`src/rtl/dds_ctrl_pkg.sv`:
```
// Shared types and constants for the DDS sweep controller.
// Holds the sweep state encoding, mode codes and default widths.
package dds_ctrl_pkg;

    localparam int FW_W_DEF    = 32;
    localparam int PW_W_DEF    = 12;
    localparam int DWELL_W_DEF = 16;

    localparam logic [1:0] MODE_SINGLE = 2'd0;
    localparam logic [1:0] MODE_SAW    = 2'd1;
    localparam logic [1:0] MODE_TRI    = 2'd2;
    localparam logic [1:0] MODE_RSVD   = 2'd3;

    typedef enum logic [1:0] {
        ST_IDLE = 2'd0,
        ST_UP   = 2'd1,
        ST_DOWN = 2'd2
    } sweep_state_t;

endpackage

```
`src/rtl/dds_dwell_timer.sv`:
```
// Dwell down-counter: strobes o_expire combinationally in the cycle the count is 0 while enabled.
// Reloads on i_load or on expiry; no backpressure.
module dds_dwell_timer
    import dds_ctrl_pkg::*;
#(
    parameter int W = DWELL_W_DEF
)(
    input  logic         i_clk,
    input  logic         i_rst_n,
    input  logic [W-1:0] i_load_val,
    input  logic         i_load,
    input  logic         i_en,
    output logic         o_expire
);

    logic [W-1:0] r_cnt;

    assign o_expire = i_en && !i_load && (r_cnt == '0);

    always_ff @(posedge i_clk or negedge i_rst_n) begin
        if (!i_rst_n) begin
            r_cnt <= '0;
        end else if (i_load || o_expire) begin
            r_cnt <= i_load_val;
        end else if (i_en) begin
            r_cnt <= r_cnt - W'(1);
        end
    end

endmodule

```
`src/rtl/dds_sweep_ctrl.sv`:
```
// Linear frequency-sweep sequencer driving dds_gen Fword/Pword (single, sawtooth, triangle).
// Outputs are registered, one cycle after the triggering input; no backpressure.
module dds_sweep_ctrl
    import dds_ctrl_pkg::*;
#(
    parameter int FW_W    = FW_W_DEF,
    parameter int PW_W    = PW_W_DEF,
    parameter int DWELL_W = DWELL_W_DEF
)(
    input  logic               Clk,
    input  logic               Rst_n,
    input  logic               Cfg_Load,
    input  logic [FW_W-1:0]    Cfg_Fstart,
    input  logic [FW_W-1:0]    Cfg_Fstop,
    input  logic [FW_W-1:0]    Cfg_Fstep,
    input  logic [DWELL_W-1:0] Cfg_Dwell,
    input  logic [1:0]         Cfg_Mode,
    input  logic [PW_W-1:0]    Cfg_Pword,
    input  logic               Start,
    input  logic               Abort,
    output logic [FW_W-1:0]    Fword,
    output logic [PW_W-1:0]    Pword,
    output logic               Busy,
    output logic               Hop,
    output logic               Done,
    output logic               Cfg_Err
);

    // Widened add so a step near the top of the range clamps instead of wrapping.
    function automatic logic [FW_W-1:0] f_up_next(input logic [FW_W-1:0] cur,
                                                  input logic [FW_W-1:0] step,
                                                  input logic [FW_W-1:0] lim);
        logic [FW_W:0] sum;
        sum = {1'b0, cur} + {1'b0, step};
        return (sum > {1'b0, lim}) ? lim : sum[FW_W-1:0];
    endfunction

    function automatic logic [FW_W-1:0] f_down_next(input logic [FW_W-1:0] cur,
                                                    input logic [FW_W-1:0] step,
                                                    input logic [FW_W-1:0] lim);
        return ((cur - lim) < step) ? lim : (cur - step);
    endfunction

    sweep_state_t       r_state;
    logic [FW_W-1:0]    r_fword;
    logic [FW_W-1:0]    r_fstart;
    logic [FW_W-1:0]    r_fstop;
    logic [FW_W-1:0]    r_fstep;
    logic [DWELL_W-1:0] r_dwell;
    logic [1:0]         r_mode;
    logic [PW_W-1:0]    r_pword;
    logic               r_hop;
    logic               r_done;
    logic               r_err;

    sweep_state_t       w_state_nxt;
    logic [FW_W-1:0]    w_fword_nxt;
    logic               w_hop_nxt;
    logic               w_done_nxt;
    logic               w_err_nxt;
    logic               w_tmr_load;
    logic               w_tmr_exp;
    logic               w_busy;
    logic               w_load_ok;
    logic [FW_W-1:0]    w_fstart;
    logic [FW_W-1:0]    w_fstop;
    logic [FW_W-1:0]    w_fstep;
    logic [DWELL_W-1:0] w_dwell;
    logic               w_cfg_valid;
    logic [FW_W-1:0]    w_up_nxt;
    logic [FW_W-1:0]    w_dn_nxt;

    assign w_busy    = (r_state != ST_IDLE);
    assign w_load_ok = Cfg_Load && !w_busy;

    // A load coinciding with Start must be judged against the incoming values.
    assign w_fstart    = w_load_ok ? Cfg_Fstart : r_fstart;
    assign w_fstop     = w_load_ok ? Cfg_Fstop  : r_fstop;
    assign w_fstep     = w_load_ok ? Cfg_Fstep  : r_fstep;
    assign w_dwell     = w_load_ok ? Cfg_Dwell  : r_dwell;
    assign w_cfg_valid = (w_fstep != '0) && (w_fstart <= w_fstop);

    assign w_up_nxt = f_up_next(r_fword, r_fstep, r_fstop);
    assign w_dn_nxt = f_down_next(r_fword, r_fstep, r_fstart);

    dds_dwell_timer #(.W(DWELL_W)) u_dwell (
        .i_clk      (Clk),
        .i_rst_n    (Rst_n),
        .i_load_val (w_dwell),
        .i_load     (w_tmr_load),
        .i_en       (w_busy),
        .o_expire   (w_tmr_exp)
    );

    always_comb begin
        w_state_nxt = r_state;
        w_fword_nxt = r_fword;
        w_hop_nxt   = 1'b0;
        w_done_nxt  = 1'b0;
        w_err_nxt   = 1'b0;
        w_tmr_load  = 1'b0;
        case (r_state)
            ST_IDLE: begin
                if (Start && !Abort) begin
                    if (w_cfg_valid) begin
                        w_state_nxt = ST_UP;
                        w_fword_nxt = w_fstart;
                        w_hop_nxt   = 1'b1;
                        w_tmr_load  = 1'b1;
                    end else begin
                        w_err_nxt = 1'b1;
                    end
                end
            end
            default: begin
                w_err_nxt = Cfg_Load;
                if (Abort) begin
                    w_state_nxt = ST_IDLE;
                end else if (w_tmr_exp) begin
                    if (r_state == ST_UP) begin
                        if (r_fword != r_fstop) begin
                            w_fword_nxt = w_up_nxt;
                            w_hop_nxt   = 1'b1;
                        end else begin
                            case (r_mode)
                                MODE_SAW: begin
                                    w_fword_nxt = r_fstart;
                                    w_hop_nxt   = 1'b1;
                                end
                                MODE_TRI: begin
                                    w_state_nxt = ST_DOWN;
                                    w_fword_nxt = w_dn_nxt;
                                    w_hop_nxt   = (w_dn_nxt != r_fword);
                                end
                                MODE_SINGLE, MODE_RSVD: begin
                                    w_state_nxt = ST_IDLE;
                                    w_done_nxt  = 1'b1;
                                end
                            endcase
                        end
                    end else begin
                        // Reaching the floor turns around and takes the up step in the same cycle.
                        if (r_fword != r_fstart) begin
                            w_fword_nxt = w_dn_nxt;
                            w_hop_nxt   = (w_dn_nxt != r_fword);
                        end else begin
                            w_state_nxt = ST_UP;
                            w_fword_nxt = w_up_nxt;
                            w_hop_nxt   = (w_up_nxt != r_fword);
                        end
                    end
                end
            end
        endcase
    end

    always_ff @(posedge Clk or negedge Rst_n) begin
        if (!Rst_n) begin
            r_state  <= ST_IDLE;
            r_fword  <= '0;
            r_fstart <= '0;
            r_fstop  <= '0;
            r_fstep  <= '0;
            r_dwell  <= '0;
            r_mode   <= '0;
            r_pword  <= '0;
            r_hop    <= 1'b0;
            r_done   <= 1'b0;
            r_err    <= 1'b0;
        end else begin
            r_state <= w_state_nxt;
            r_fword <= w_fword_nxt;
            r_hop   <= w_hop_nxt;
            r_done  <= w_done_nxt;
            r_err   <= w_err_nxt;
            if (w_load_ok) begin
                r_fstart <= Cfg_Fstart;
                r_fstop  <= Cfg_Fstop;
                r_fstep  <= Cfg_Fstep;
                r_dwell  <= Cfg_Dwell;
                r_mode   <= Cfg_Mode;
                r_pword  <= Cfg_Pword;
            end
        end
    end

    assign Fword   = r_fword;
    assign Pword   = r_pword;
    assign Busy    = w_busy;
    assign Hop     = r_hop;
    assign Done    = r_done;
    assign Cfg_Err = r_err;

endmodule

```
`config.mk`:
```
export PLATFORM = sky130hd
export DESIGN_NAME = dds_sweep_ctrl
export DESIGN_NICKNAME = d
export VERILOG_FILES = /design/src/rtl/dds_ctrl_pkg.sv /design/src/rtl/dds_dwell_timer.sv /design/src/rtl/dds_sweep_ctrl.sv
export SDC_FILE = /design/constraint.sdc
export NUM_CORES = 1
export LEC_CHECK = 0
export ABC_CLOCK_PERIOD_IN_PS = 10410
export CORE_UTILIZATION = 57
export DETAILED_ROUTE_END_ITERATION = 10
export GPL_ROUTABILITY_DRIVEN = 1
export MAX_ROUTING_LAYER = met4
export PLACE_DENSITY = 0.83
export SYNTH_ARGS = -nofsm -noshare
export SYNTH_HDL_FRONTEND = slang
export SYNTH_SLANG_ARGS = --single-unit
```
`constraint.sdc`:
```
create_clock -name Clk -period 10.41 [get_ports Clk]
set_input_delay 3.123 -clock Clk [delete_from_list [all_inputs] [get_ports Clk]]
set_output_delay 3.123 -clock Clk [all_outputs]
set_load 0.02 [all_outputs]
```
; ---- Word level (Yosys, flattened, before mapping)
; Index checks and enable logic that the tools add are counted.
[totals]
regBits = 179
inputBits = 131
output_inout_bits = 48
word_cells = 99
[classes]
n_addsub = 4
magnitude_cmp = 3
n_eq_ne = 15
n_mux = 45
reduce_logical = 20
[op_table]
columns = cell, n
row1 = 32-bit two-way mux, 13
row2 = 32-bit != test, 4
row3 = 32-bit case mux with 2 select lines, 1
row4 = 32-bit subtractor, 2
row5 = 16-bit two-way mux, 3
row6 = 32-bit by 32-bit adder with 33-bit output, 1
row7 = 33-bit by 32-bit greater-than comparator with 1-bit output, 1
row8 = 32-bit less-or-equal comparator, 1
row9 = 32-bit < comparator, 1
row10 = 32-bit nonzero test, 1
row11 = 1-bit two-way mux, 18
row12 = 16-bit logical NOT, 1
row13 = 2-bit two-way mux, 8
row14 = "16-bit by 1-bit subtractor with 16-bit output, second input constant", 1
row15 = "4-bit by 3-bit != test with 1-bit output, second input constant", 2
row16 = 6-bit AND reduction, 1
row17 = 2-bit nonzero test, 3
row18 = 1-bit logical AND, 5
row19 = "5-bit by 1-bit != test with 1-bit output, second input constant", 1
row20 = "5-bit by 2-bit != test with 1-bit output, second input constant", 1
row21 = 5-bit AND reduction, 1
row22 = "2-bit by 1-bit equality test with 1-bit output, second input constant", 2
row23 = "2-bit equality test, second input constant", 2
row24 = 2-bit logical NOT, 2
row25 = 8 further kinds, 11

; ---- Depth between registers and ports, before layout
[logic_depth]
ltp_word = 15
mapped_depth = 32
ltp_nobuf = 29

; ---- Modules after synthesis
; A second synthesis with hierarchy kept.
[hier_totals]
cells_unflattened = 2377
hier_area_um2 = 18545.3
[modules_own_cells]
columns = mod, instances, cells_each, area_each_um2, seq_area_each_um2
row1 = dds_sweep_ctrl, 1, 2280, 17643.2, 4078.9
row2 = dds_dwell_timer, 1, 97, 902.1, 400.4

; ---- Least setup slack after synthesis
; OpenSTA, ideal clock, no wires.
[synth_timing]
kind = input to register
start = input Cfg_Load
end = register r_fword[22], in the netlist Fword[22]
setup_ns = 0.138
t_arrival_ns = 7.331
t_required_ns = 10.272
path_slack_ns = 2.941
stages = 23
n_path_buf = 7
path_cell_list = and2_1 > buf_2 > buf_2 > buf_2 > buf_1 > clkbuf_1 > clkbuf_1 > nor2_1 > a21oi_1 > ha_1 > a21o_1 > a21o_1 > a21o_1 > a21o_1 > a211oi_1 > o211a_1 > o22ai_1 > a21oi_1 > a31oi_1 > a211o_1 > buf_2 > a2111oi_0 > a21oi_1
[synth_between]
elab_chain_len = 12
word_cells_on_any_way = 19
cone_classes = order compare: 1 / eq/ne: 1 / mux: 9 / reduce/logical: 8
[synth_lines]
columns = item, line
row1 = start: declaration, dds_sweep_ctrl.sv:12  ; input logic Cfg_Load,
row2 = 1-bit logical AND *, dds_sweep_ctrl.sv:74  ; assign w_load_ok = Cfg_Load && !w_busy;
row3 = 32-bit two-way mux, n/a
row4 = 32-bit less-or-equal comparator or 32-bit nonzero test (tied branches), dds_sweep_ctrl.sv:81  ; assign w_cfg_valid = (w_fstep != '0) && (w_fstart <= w_fstop);
row5 = 1-bit logical AND, dds_sweep_ctrl.sv:81
row6 = 1-bit two-way mux, dds_sweep_ctrl.sv:105  ; if (w_cfg_valid) begin
row7 = 1-bit two-way mux, dds_sweep_ctrl.sv:104  ; if (Start && !Abort) begin
row8 = 1-bit two-way mux, dds_sweep_ctrl.sv:102  ; case (r_state)
row9 = 1-bit logical NOT, dds_dwell_timer.sv:18  ; assign o_expire = i_en && !i_load && (r_cnt == '0);
row10 = 1-bit logical AND (2 in series), dds_dwell_timer.sv:18
row11 = 2-bit nonzero test (no line), n/a
row12 = 5-bit AND reduction (no line), n/a
row13 = end signal: assignment, dds_sweep_ctrl.sv:172  ; r_fword <= w_fword_nxt;
row14 = end: declaration, dds_sweep_ctrl.sv:45  ; logic [FW_W-1:0] r_fword;
; Every way passes the cells marked *; elsewhere a longest branch is shown, timed or not. The select of a mux whose other input is x is not followed.
; A chain may end at the register's enable or synchronous reset.

; ---- Worst setup path in the final report
[layout_timing]
start = input Cfg_Load
end = register r_fword[22], in the netlist Fword[22]
[layout_between]
elab_chain_len = 12
word_cells_on_any_way = 19
cone_classes = order compare: 1 / eq/ne: 1 / mux: 9 / reduce/logical: 8
[layout_lines]
columns = item, line
row1 = 1-bit logical AND *, dds_sweep_ctrl.sv:74
row2 = 32-bit two-way mux *, n/a
row3 = named net w_fstart[14], dds_sweep_ctrl.sv:65  ; logic [FW_W-1:0] w_fstart;
row4 = 32-bit less-or-equal comparator *, dds_sweep_ctrl.sv:81
row5 = 1-bit logical AND *, dds_sweep_ctrl.sv:81
row6 = 1-bit two-way mux, dds_sweep_ctrl.sv:105
row7 = 1-bit two-way mux, dds_sweep_ctrl.sv:104
row8 = 1-bit two-way mux, dds_sweep_ctrl.sv:102
row9 = 1-bit logical NOT, dds_dwell_timer.sv:18
row10 = 1-bit logical AND (2 in series), dds_dwell_timer.sv:18
row11 = 2-bit nonzero test (no line), n/a
row12 = 5-bit AND reduction (no line) *, n/a
; The timed path passes the listed nets; every way through them passes the cells marked *. The select of a mux whose other input is x is not followed.

==> flow_summary.yaml <==
status:
  status: "finished, final reports clean"
cells_and_area:
  seq_area_um2: 4479
  mostFrequentLayoutCell: "nand2_1"
  multi_input_area_um2: 12880
  area_growth_syn_to_layout_pct: 14.04
  layout_common_cells: "nand2_1, inv_1, ha_1"
  fin_cells: 2923
  nets: 2797
  fill_cells: 2807
  drive_gt1_share_pct: 6.122
clock_network:
  hold_buffers: 0
  clkTransAtPathRegs_ns: 0.09
  cts_tree: "yes"
  cts-root-buf: "clkbuf_16"
  cts_resized: 0
  clk-insertion-delay-late_ns: 0.48
  post_cts_buffers: 0
  cts_buffers: 17
  max-clock-path-buffers: 2
  htreeDepth: 4
  cts_sinks: 179
worst_setup_path:
  cp_max_fo: 92
  critPathArrivalTime_ns: 8.76
  crit_chain: "clkdlybuf4s50_1 -> and2_4 -> o21ai_0 -> ha_1 -> nand2_1 -> or3_1 -> nor4_1 -> nor2b_1 -> o22ai_1 -> a21oi_1 -> a31oi_1 -> a211o_2 -> buf_4 -> a2111oi_0 -> a21oi_1"
  crit_type: "input pin to register"
  critPathTopFamily: "compound AO/OA/AOI/OAI gates"
  required_ns: 10.77
  crit_buf_inv: 2
  slowest_stage: "and2_4"
  critPathCaptureType: "register"
  slowest_delay_ns: 0.81
  crit_top_cell: "a21oi_1"
  cp-start-kind: "input pin"
synthesis:
  synthesis.nets: 2700
  synth_cells: 2373
  yosys_warnings: 0
  ys.flop_type: "dfrtp_1"
  synth-edff-count: 0
  syn_area_per_cell_um2: 7.876
  ys_types: 93
  synth_area_um2: 18690
  synth_top_area_cell: "dfrtp_1"
  ys_ff_latch: 179
  synthArstFlopShare_pct: 100.0
  yosysSeqAreaShare_pct: 23.97
  synth_top_area_share_pct: 23.97
  yosys-top-cells-area: "dfrtp_1, ha_1, a21oi_1, xnor2_1, o21ai_0"
timing:
  worst_slew_pin_slew_ns: 1.169
  skew_ns: 0.02541
  slew_viol_final: 0
  hold_violations: 0
  finalSetupTns_ns: 0
  period_share_pct: 80.64
  layout_min_cycle_time_ns: 8.395
  setup_viol: 0
  max_freq_ghz: 0.1191
  fin_hold_ws_ns: 0.5089
  slew-limit-headroom_pct: 20.04
  rsz0062_at_grt: "false"
place:
  gp_congestion: 1.107
  dp_cells: 2886
  dp_hpwl_mm: 58.09
  io_buffer_count: 178
grt:
  grt_util_all_layers_pct: 46.34
  grt_max_degree: 108
  antenna_found_initial: 5
  overflow: 0
  grt_pass1_wl_mm: 112.1
  first_global_vias: 18629
die:
  die_h_um: 183.1
  ios: 179
  start_util_pct: 58.62
  die_x_um: 183.1
  row_count: 65
  fp.coreArea_um2: 31880
  dieArea_um2: 33520
detailed_routing:
  detail_route.iter0.violations: 2806
  vias_per_cell: 6.703
  drc: 0
  dr.pass1.iters: 9
  via_count: 19594
  wire_per_inst_um: 25.90
  routed_wl_mm: 75.70
  drtAntennaViolNets: 0
flow_run:
  maxCapViolCount: 0
min_path:
  hold_class: "register to register"
==> synth_stat cells (8+ instances only) <==
cell type,n
nand2_1,235
and3_1,21
and2_1,11
nor2b_1,19
xnor2_1,103
or3_1,16
a211oi_1,48
o21a_1,12
o211ai_1,41
mux2_2,51
o211a_1,10
dfrtp_1,179
nand4_1,34
a21oi_1,193
inv_1,205
mux2i_1,39
a21o_1,57
o21ai_0,178
a21boi_0,8
o2111ai_1,11
xnor3_1,9
nand2b_1,20
buf_1,10
ha_1,193
nor4_1,26
o31ai_1,20
nor2_1,177
a2111oi_0,12
or2_2,8
a31oi_1,19
o21bai_1,13
clkbuf_1,92
o22ai_1,14
nor3_1,52
nand3_1,39
buf_2,25
xor2_1,41
==> cell type report <==
type,count,area share (%)
Timing Repair Buffer,210,9.505
Tap cell,435,2.554
Inverter,209,3.681
Antenna cell,5,0.05871
Sequential cell,179,21.02
Multi-Input combinational cell,1853,60.44
Clock inverter,13,0.6693
Clock buffer,19,2.078
==> metrics by stage <==
step	instance area, um^2	util [%]	setup slack, ns
3_3_place_gp	20710	64.98	1.842
5_1_grt	21310	66.85	1.700
2_1_floorplan	18690	-	2.941
4_1_cts	21300	66.81	2.131
3_5_place_dp	20710	64.98	1.643
6_report	21310	66.85	2.015
==> worst paths after layout <==
check | startpoint | to | slack, ns | cells past startpoint
worst max register to register | Fword[1] | Hop | 2.27 | 27
max in group asynchronous | Rst_n | r_fstep[0] | 6.08 | 2
worst max-delay path | Cfg_Load | Fword[22] | 2.02 | 15
worst min register to register | u_dwell.r_cnt[14] | u_dwell.r_cnt[14] | 0.51 | 1
worst min-delay path | u_dwell.r_cnt[14] | u_dwell.r_cnt[14] | 0.51 | 1
min in group asynchronous | Rst_n | Pword[7] | 2.71 | 1
==> sequential cells by signal, indices dropped and copies added, names as in the netlist <==
| register | flops |
|---|---|
| r_dwell | 16 |
| r_fstart | 32 |
| r_state | 2 |
| r_fstop | 32 |
| r_mode | 2 |
| Hop | 1 |
| Done | 1 |
| r_fstep | 32 |
| Cfg_Err | 1 |
| Fword | 32 |
| u_dwell.r_cnt | 16 |
| Pword | 12 |
==> layer usage <==
layer	global-route usage (%)	routed length [um]
met1	60.64	30290
met2	65.76	31470
met3	12.77	9796
met4	22.23	4134
met5	-	0
==> kinds of logic (layout without fill, tap and decap cells) <==
family	after synthesis	in the layout	share of synthesized area (%)
compound gates	732	732	25.59
xor+xnor	153	153	7.833
fa+ha+maj	196	196	13.24
buf+inv	341	451	7.177
flops	179	179	23.97
mux	90	90	5.162
other cells	0	5	0
simple gates	682	682	17.03
Power is left out: the tool's default activity adds up to more than one toggle a clock period on the data nets, which glitch-free logic cannot reach.
